## src/rtl/uart_tx_pkg.sv

```systemverilog
// Shared types and line-level constants for the UART transmitter.
package uart_tx_pkg;

   typedef enum logic [2:0] {
      IDLE,
      START,
      DATA,
      PARITY,
      STOP
   } tx_state_e;

   localparam logic START_BIT  = 1'b0;
   localparam logic STOP_BIT   = 1'b1;
   localparam logic IDLE_LEVEL = 1'b1;
   localparam logic PAR_EVEN   = 1'b0;
   localparam logic PAR_ODD    = 1'b1;

endpackage

```

## src/rtl/uart_parity_calc.sv

```systemverilog
// Combinational parity generator for the latched transmit word.
module uart_parity_calc
   import uart_tx_pkg::*;
#(
   parameter int unsigned DATA_WIDTH = 8
) (
   input  logic [DATA_WIDTH-1:0] data_i,
   input  logic                  par_typ_i,
   output logic                  par_bit_o
);

   always_comb begin
      case (par_typ_i)
         PAR_EVEN: par_bit_o = ^data_i;
         PAR_ODD:  par_bit_o = ~(^data_i);
         default:  par_bit_o = ^data_i;
      endcase
   end

endmodule

```

## src/rtl/uart_tx_top.sv

```systemverilog
// UART transmitter: start bit, LSB-first data, optional parity, stop bit; one bit per CLK.
module uart_tx_top
   import uart_tx_pkg::*;
#(
   parameter int unsigned DATA_WIDTH = 8
) (
   input  logic                  CLK,
   input  logic                  RST,
   input  logic [DATA_WIDTH-1:0] P_DATA,
   input  logic                  Data_Valid,
   input  logic                  PAR_EN,
   input  logic                  PAR_TYP,
   output logic                  TX_OUT,
   output logic                  busy
);

   localparam int unsigned     CNT_W    = (DATA_WIDTH > 1) ? $clog2(DATA_WIDTH) : 1;
   localparam logic [CNT_W-1:0] LAST_BIT = CNT_W'(DATA_WIDTH - 1);

   tx_state_e               state_q, state_d;
   logic [CNT_W-1:0]        cnt_q, cnt_d;
   logic [DATA_WIDTH-1:0]   data_q, data_d;
   logic                    par_en_q, par_en_d;
   logic                    par_typ_q, par_typ_d;
   logic                    tx_q, tx_d;
   logic                    busy_q, busy_d;
   logic                    par_bit;

   uart_parity_calc #(
      .DATA_WIDTH (DATA_WIDTH)
   ) u_parity (
      .data_i    (data_q),
      .par_typ_i (par_typ_q),
      .par_bit_o (par_bit)
   );

   always_ff @(posedge CLK) begin
      if (RST) begin
         state_q   <= IDLE;
         cnt_q     <= '0;
         data_q    <= '0;
         par_en_q  <= 1'b0;
         par_typ_q <= 1'b0;
         tx_q      <= IDLE_LEVEL;
         busy_q    <= 1'b0;
      end else begin
         state_q   <= state_d;
         cnt_q     <= cnt_d;
         data_q    <= data_d;
         par_en_q  <= par_en_d;
         par_typ_q <= par_typ_d;
         tx_q      <= tx_d;
         busy_q    <= busy_d;
      end
   end

   always_comb begin
      state_d   = state_q;
      cnt_d     = '0;
      data_d    = data_q;
      par_en_d  = par_en_q;
      par_typ_d = par_typ_q;
      case (state_q)
         IDLE: begin
            if (Data_Valid) begin
               state_d   = START;
               data_d    = P_DATA;
               par_en_d  = PAR_EN;
               par_typ_d = PAR_TYP;
            end
         end
         START:  state_d = DATA;
         DATA: begin
            if (cnt_q == LAST_BIT) begin
               state_d = par_en_q ? PARITY : STOP;
            end else begin
               cnt_d = cnt_q + 1'b1;
            end
         end
         PARITY: state_d = STOP;
         STOP:   state_d = IDLE;
         default: state_d = IDLE;
      endcase
   end

   // Outputs are decoded from the next state so the line changes on the same edge as the FSM.
   always_comb begin
      tx_d   = IDLE_LEVEL;
      busy_d = (state_d != IDLE);
      case (state_d)
         IDLE:    tx_d = IDLE_LEVEL;
         START:   tx_d = START_BIT;
         DATA:    tx_d = data_q[cnt_d];
         PARITY:  tx_d = par_bit;
         STOP:    tx_d = STOP_BIT;
         default: tx_d = IDLE_LEVEL;
      endcase
   end

   assign TX_OUT = tx_q;
   assign busy   = busy_q;

endmodule

```

## config.mk

```make
export PLATFORM = sky130hd
export DESIGN_NAME = uart_tx_top
export DESIGN_NICKNAME = d
export VERILOG_FILES = /design/src/rtl/uart_tx_pkg.sv /design/src/rtl/uart_parity_calc.sv /design/src/rtl/uart_tx_top.sv
export SDC_FILE = /design/constraint.sdc
export NUM_CORES = 1
export LEC_CHECK = 0
export BUFFER_PORTS_ARGS = -buffer_cell sky130_fd_sc_hd__buf_2
export CORE_ASPECT_RATIO = 1.75
export CORE_MARGIN = 3
export CORE_UTILIZATION = 25
export DETAILED_ROUTE_END_ITERATION = 6
export PLACE_DENSITY = 0.52
export SETUP_SLACK_MARGIN = 0.05
export SLEW_MARGIN = 20
export SYNTH_ARGS = -nofsm -noshare
export SYNTH_HDL_FRONTEND = slang
export SYNTH_SLANG_ARGS = --single-unit
export TNS_END_PERCENT = 1
```

## constraint.sdc

```tcl
create_clock -name CLK -period 3.48 [get_ports CLK]
set_input_delay 0.522 -clock CLK [delete_from_list [all_inputs] [get_ports CLK]]
set_output_delay 0.522 -clock CLK [all_outputs]
set_load 0.02 [all_outputs]
```

==> results by group, run 1 <==
Cells and area
  – Fillers: 358
  – Multi-input gate area: 462.9 um^2
  – N_diodes: 0
  – NumNets Final: 124
  – Area occupied by registers: 360.3 um^2
  – Layout cell share with drive strength beyond 1: 0.2130
  – Final core utilization: 0.3168
  – Syn-to-layout area delta: 20.54%
  – Cell area after layout: 0.001006 mm^2

Global route
  – Initial antenna violation count: 0
  – Grt total ovfl: 0
  – Largest net degree at the start of global routing: 14
  – Vias in the first global route: 676
  – First-pass GRT wire length: 2967 um
  – GRT Overall Usage: 0.09887

Die
  – Num rows: 27
  – Core Area: 0.003176 mm^2
  – Chip width: 49.68 um
  – Die ar.: 0.004095 mm^2
  – Starting Density: 0.2628
  – I/O pins: 15
  – Height of the chip: 82.43 um

STA
  – Worst-Margin Slew: 411.2 ps
  – Final Cycle Share: 0.5602
  – Minimum clock period: 1950 ps
  – Final Setup Violations: 0
  – TNS Setup: 0 ps
  – Worst Skew: 1.693 ps
  – Slew margin rel.: 0.7239
  – Slack of the critical path: 1530 ps
  – Final Slew Violations: 0
  – Achievable Freq: 512.9 MHz
  – RSZ-0062 raised after global routing: no
  – Final hold violation count: 0

Clocking
  – Clock buffer depth: 2
  – Resize count post-CTS: 0
  – Root Buffer: clkbuf_8
  – H-tree levels: 1
  – Worst skew pair latency: 250 ps
  – Clock transition at the registers of the reported paths: 60 ps
  – Clk sinks: 18
  – CTS tree: built
  – Cts hold-fix bufs: 0
  – CTS buffer count: 3
  – Post-CTS Setup Repair Bufs: 0

Critical path
  – CP Cell Sequence: ha_1 -> ha_1 -> nor2_1 -> mux4_1 -> nand3_1 -> and3_1 -> a31oi_1
  – Reg2reg setup slack: 1530 ps
  – Crit Path Max Fanout: 3
  – Worst path buffer plus inverter count: 0
  – Crit path DAT: 2090 ps
  – Critical Path Max Stage Delay: 580 ps
  – R2r endpoint: TX_OUT
  – CP delay by family, top: multiplexers
  – Critical path type: reg2reg
  – Most frequent CP cell: ha_1
  – Reg-to-Reg Start: cnt_q[0]
  – Startpoint types: flop
  – CP Capture Type: flop
  – Worst path required time: 3620 ps
  – Cells on worst reg2reg path: 7
  – Critical path's slowest cell: mux4_1

Power
  – Clk network pwr share: 0.349
  – Leakage: 0.4254 nW
  – Net switching power: 117.2 uW
  – Flop pwr share: 0.480
  – Comb power frac: 0.171
  – P_int: 363.3 uW
  – Sw frac: 0.2440
  – IR drop worst, VDD: 0.0002087 V
  – P per Cell Area: 477.6 mW/mm^2
  – Total power: 480.5 uW

Routing
  – Drt pass-1 iters: 4
  – Drt initial violations: 6
  – Detailed-route DRC error count: 0
  – ANT nets after route: 0
  – Drt wl/cell: 11.08 um
  – Vias per inst: 4.364
  – Post-Route WL: 1673 um
  – Vias: 659

Yosys
  – Synth warn: 0
  – Synth cell count leaders: nand2_1 (23), dfxtp_1 (18), a21oi_1 (12)
  – Post-synthesis cell count: 92
  – EDFF count, synth: 0
  – Top-count cell post-synth: nand2_1
  – Leading post-synthesis cells by cell area: dfxtp_1 (43%), nand2_1 (10%), a21oi_1 (7.2%), xnor2_1 (5.2%), and3_1 (3.7%)
  – Synth async-reset ratio: 0
  – Sequential area share after synthesis: 0.4318
  – Syn_area_per_cell: 9.071 um^2
  – Largest area contributor in the netlist: dfxtp_1
  – Syn Std Cell Area: 834.6 um^2
  – Synth cell types: 25
  – Mapped Nets: 107
  – Number of synthesized register bits: 18
  – Synth Flop Type: dfxtp_1
  – Post-synth top area share: 0.4318

Hold path
  – Worst Hold Path Cells: 2
  – Hold endpoint: par_en_q
  – Worst hold path type: reg2reg
  – HP Start: par_en_q

Placement
  – Placed wire-length estimate: 1334 um
  – Buffers on Ports: 14
  – Worst slack at placement: 1545 ps
  – Placed Area: 950.9 um^2
  – Gpl congestion: 0.8339

Run status
  – Status: finished, final reports clean

Job
  – MaxCap Viol Count: 0
[layout by cell type, fill, tap and decap left out, drive strengths merged, types with 2 or more instances in the layout]
cell and n:
and3 5, buf 14, xnor2 6, o21ai 2
and2b 2, mux2 2, clkbuf 4, nand3 2
o31a 2, ha 2, dfxtp 18, nor2b 2
nor2 4, a21oi 12, nand2 23
[routing by layer]
layer / vias to the layer above / part of all wire / global-route usage
li1: 344 / - / -
met5: - / 0 / 0
met2: 12 / 0.53 / 0.1764
met4: 0 / 0.032 / 0.06648
met1: 298 / 0.40 / 0.09934
met3: 5 / 0.038 / 0.02693
[tightest hold or removal path: cells and delay by family, from the launching register on]
kind | cells | cell delay (ps)
AND/OR/NAND/NOR | 1 | 60
flip-flops | 1 | 320
AO/OA/AOI/OAI | 1 | 50
[power groups by stage]
stage          Combinational [mW]  Sequential [mW]  Clock [mW]
2_1_floorplan              0.0611            0.236           0
3_3_place_gp               0.0835            0.235           0
3_5_place_dp               0.0841            0.236           0
4_1_cts                    0.0845            0.231       0.175
5_1_grt                    0.0934            0.232       0.185
6_report                   0.0824            0.230       0.168
[cells by family after synthesis]
family | Yosys count | synth area share
AO/OA/AOI/OAI | 17 | 0.1124
XOR/XNOR | 7 | 0.1124
adder cells (fa/ha/maj) | 2 | 0.02998
buffers and inverters | 3 | 0.01349
flip-flops | 18 | 0.4318
multiplexers | 3 | 0.05847
AND/OR/NAND/NOR | 42 | 0.2414
[sequential cells by signal, indices dropped and copies added, names as in the netlist]
name       count
par_typ_q      1
cnt_q          3
TX_OUT         1
busy           1
par_en_q       1
data_q         8
state_q        3
[cell type report]
class / instances / share of cell area
Inverter: 1 / 0.003731
Clock buffer: 4 / 0.05473
Multi-Input combinational cell: 71 / 0.4602
Sequential cell: 18 / 0.3582
Tap cell: 43 / 0.05348
Timing Repair Buffer: 14 / 0.06965
[per-stage QoR]
step	instances	hold slack, ps
6_report	151	476.5
5_1_grt	151	486.8
4_1_cts	151	484.6
3_5_place_dp	147	475.4
3_3_place_gp	147	467.2
2_1_floorplan	92	441.6
[worst max path at each step]
stage / endpoint / startpoint / depth (start not counted)
finish: TX_OUT / cnt_q[0] / 7
global route: TX_OUT / cnt_q[0] / 7
detailed placement: TX_OUT / cnt_q[0] / 7
floorplan: TX_OUT / cnt_q[0] / 7
CTS: TX_OUT / cnt_q[0] / 7
global placement: TX_OUT / cnt_q[0] / 7
Note: power is estimated with default switching activity, not from simulation.
==> run 2: changes to the inputs <==
--- a/config.mk
+++ b/config.mk
@@ -10,7 +10,7 @@
 export CORE_MARGIN = 3
 export CORE_UTILIZATION = 25
 export DETAILED_ROUTE_END_ITERATION = 6
-export PLACE_DENSITY = 0.52
+export PLACE_DENSITY = 0.54
 export SETUP_SLACK_MARGIN = 0.05
 export SLEW_MARGIN = 20
 export SYNTH_ARGS = -nofsm -noshare
==> constraint.sdc (replaced) <==
create_clock -name CLK -period 1.76 [get_ports CLK]
set_input_delay 0.264 -clock CLK [delete_from_list [all_inputs] [get_ports CLK]]
set_output_delay 0.264 -clock CLK [all_outputs]
set_load 0.02 [all_outputs]
==> run 2 against run 1 <==
Net effect: core utilization up 2.0 points; count of clock-buffer cells in the layout unchanged; flip-flop and latch count stayed put; design area rose by 6.3%; critical path type unchanged; via count grew 6.1%; die area unchanged; sequential power increased by 99%; final cell count rose by 2.0%; setup slack got worse by 1400 ps; critical path depth did not move; worst hold slack got worse by 240 ps; highest routed layer unchanged.
==> results by group, run 2 (synthesis gave the netlist of run 1 again) <==
Power
  – IR drop worst, VDD: 0.0004950 V
  – Leakage: 0.4305 nW
  – Total power: 965.9 uW
  – P per Cell Area: 902.9 mW/mm^2

Cells and area
  – Commonest non-fill, non-tap cells in the layout: nand2_1 (23), dfxtp_1 (16), buf_2 (14)
  – Cell area after layout: 0.001070 mm^2
  – Largest Register: data_q
  – N_diodes: 0
  – NumNets Final: 127
  – Largest registers: data_q x8, cnt_q x3, state_q x3
  – Layout cell share with drive strength beyond 1: 0.3063
  – Syn-to-layout area delta: 28.19%
  – Max reg flops: 8
  – Commonest non-fill, non-tap cell in the layout: nand2_1
  – Final core utilization: 0.3369

Job
  – MaxCap Viol Count: 0

Die
  – Chip width: 49.68 um
  – Starting Density: 0.2628
  – Num rows: 27
  – I/O pins: 15
  – Height of the chip: 82.43 um
  – Die ar.: 0.004095 mm^2
  – Core Area: 0.003176 mm^2

Placement
  – Placed Area: 959.7 um^2
  – Gpl congestion: 0.7094
  – Buffers on Ports: 14
  – Placed wire-length estimate: 1420 um

Global route
  – GRT Overall Usage: 0.1015
  – Initial antenna violation count: 0
  – First-pass GRT wire length: 3077 um
  – Largest net degree at the start of global routing: 14
  – Grt total ovfl: 0
  – Vias in the first global route: 702

Clocking
  – CTS buffer count: 3
  – Worst skew pair latency: 250 ps
  – Clock buffer depth: 2
  – H-tree levels: 1
  – CTS tree: built
  – Clock transition at the registers of the reported paths: 70 ps
  – Clk sinks: 18
  – Root Buffer: clkbuf_8

Routing
  – Vias: 699
  – Vias per inst: 4.539
  – Detailed-route DRC error count: 0
  – Drt initial violations: 8
  – Drt wl/cell: 12.00 um
  – Drt pass-1 iters: 5
  – ANT nets after route: 0
  – Post-Route WL: 1848 um

Critical path
  – Crit Path Max Fanout: 2
  – CP Capture Type: flop
  – Worst path required time: 1910 ps
  – Critical path type: reg2reg
  – Crit path DAT: 1820 ps
  – Startpoint types: flop

Run status
  – Status: finished, final reports clean

STA
  – Final Setup Violations: 0
  – RSZ-0062 raised after global routing: yes
  – Worst-Margin Slew: 395.9 ps
  – Achievable Freq: 598.4 MHz
  – Minimum clock period: 1671 ps
  – Final Cycle Share: 0.9494
  – Worst Skew: 7.119 ps
  – Slew margin rel.: 0.7341
  – Final Slew Violations: 0
  – Final hold violation count: 0

Hold path
  – Worst hold path type: in2reg
==> run 2: cell types whose count changed in the layout (fill, tap and decap cells not counted), sizes merged <==
cell | previous run | this run
buf | 14 | 17
==> run 2: path summary, 6_finish.rpt <==
check	startpoint	to	slack, ps	depth (start not counted)
hold reg to reg	data_q[5]	data_q[5]	480	2
setup reg to reg	cnt_q[0]	TX_OUT	90	7
setup / recovery	cnt_q[0]	TX_OUT	90	7
hold / removal	Data_Valid	busy	240	2
==> run 2: what timing repair did <==
action                     CTS  global route
pin swaps                    4             2
setup endpoints to repair    1             1
hold buffers                 0             0
cloned                       0             0
buffers inserted             1             1
gates resized for setup      8             0
==> run 2: routing by layer <==
metal  vias to the layer above  global-route usage  part of all wire
met3                         4             0.01616             0.023
li1                        350                   -                 -
met2                        13              0.2056              0.60
met5                         -                   0                 0
met4                         0             0.05817             0.025
met1                       332             0.09282              0.35
==> run 2: power breakdown <==
part	internal, mW	total (mW)	switching, mW
Sequential	0.433	0.458	0.0248
Clock	0.199	0.337	0.138
Combinational	0.0909	0.171	0.0801
==> run 2: worst max-delay path, cell delays in order (launching register included) <==
cell,delay (ps)
dfxtp_2,340
ha_4,160
ha_4,160
nor2_4,100
mux4_2,510
nand3_2,70
and3_4,170
a31oi_1,60
==> run 2: final cells by class <==
class	count	area [um^2]
clock buffer	4	55.05
fill	347	2106
inverter	1	3.754
multi-input combinational	71	501.7
sequential	18	362.8
tap	43	53.80
timing repair buffer	17	92.59
==> run 2: per-stage QoR <==
stage | hold slack (ps) | worst slack (ps) | TNS, ps | cells
global placement | 473.2 | 27.07 | 0 | 148
CTS | 231.3 | 55.58 | 0 | 153
floorplan | 348.3 | 61.42 | 0 | 92
finish | 235.2 | 88.98 | 0 | 154
global route | 243.8 | 35.32 | 0 | 154
detailed placement | 476.6 | -6.904 | -6.904 | 148
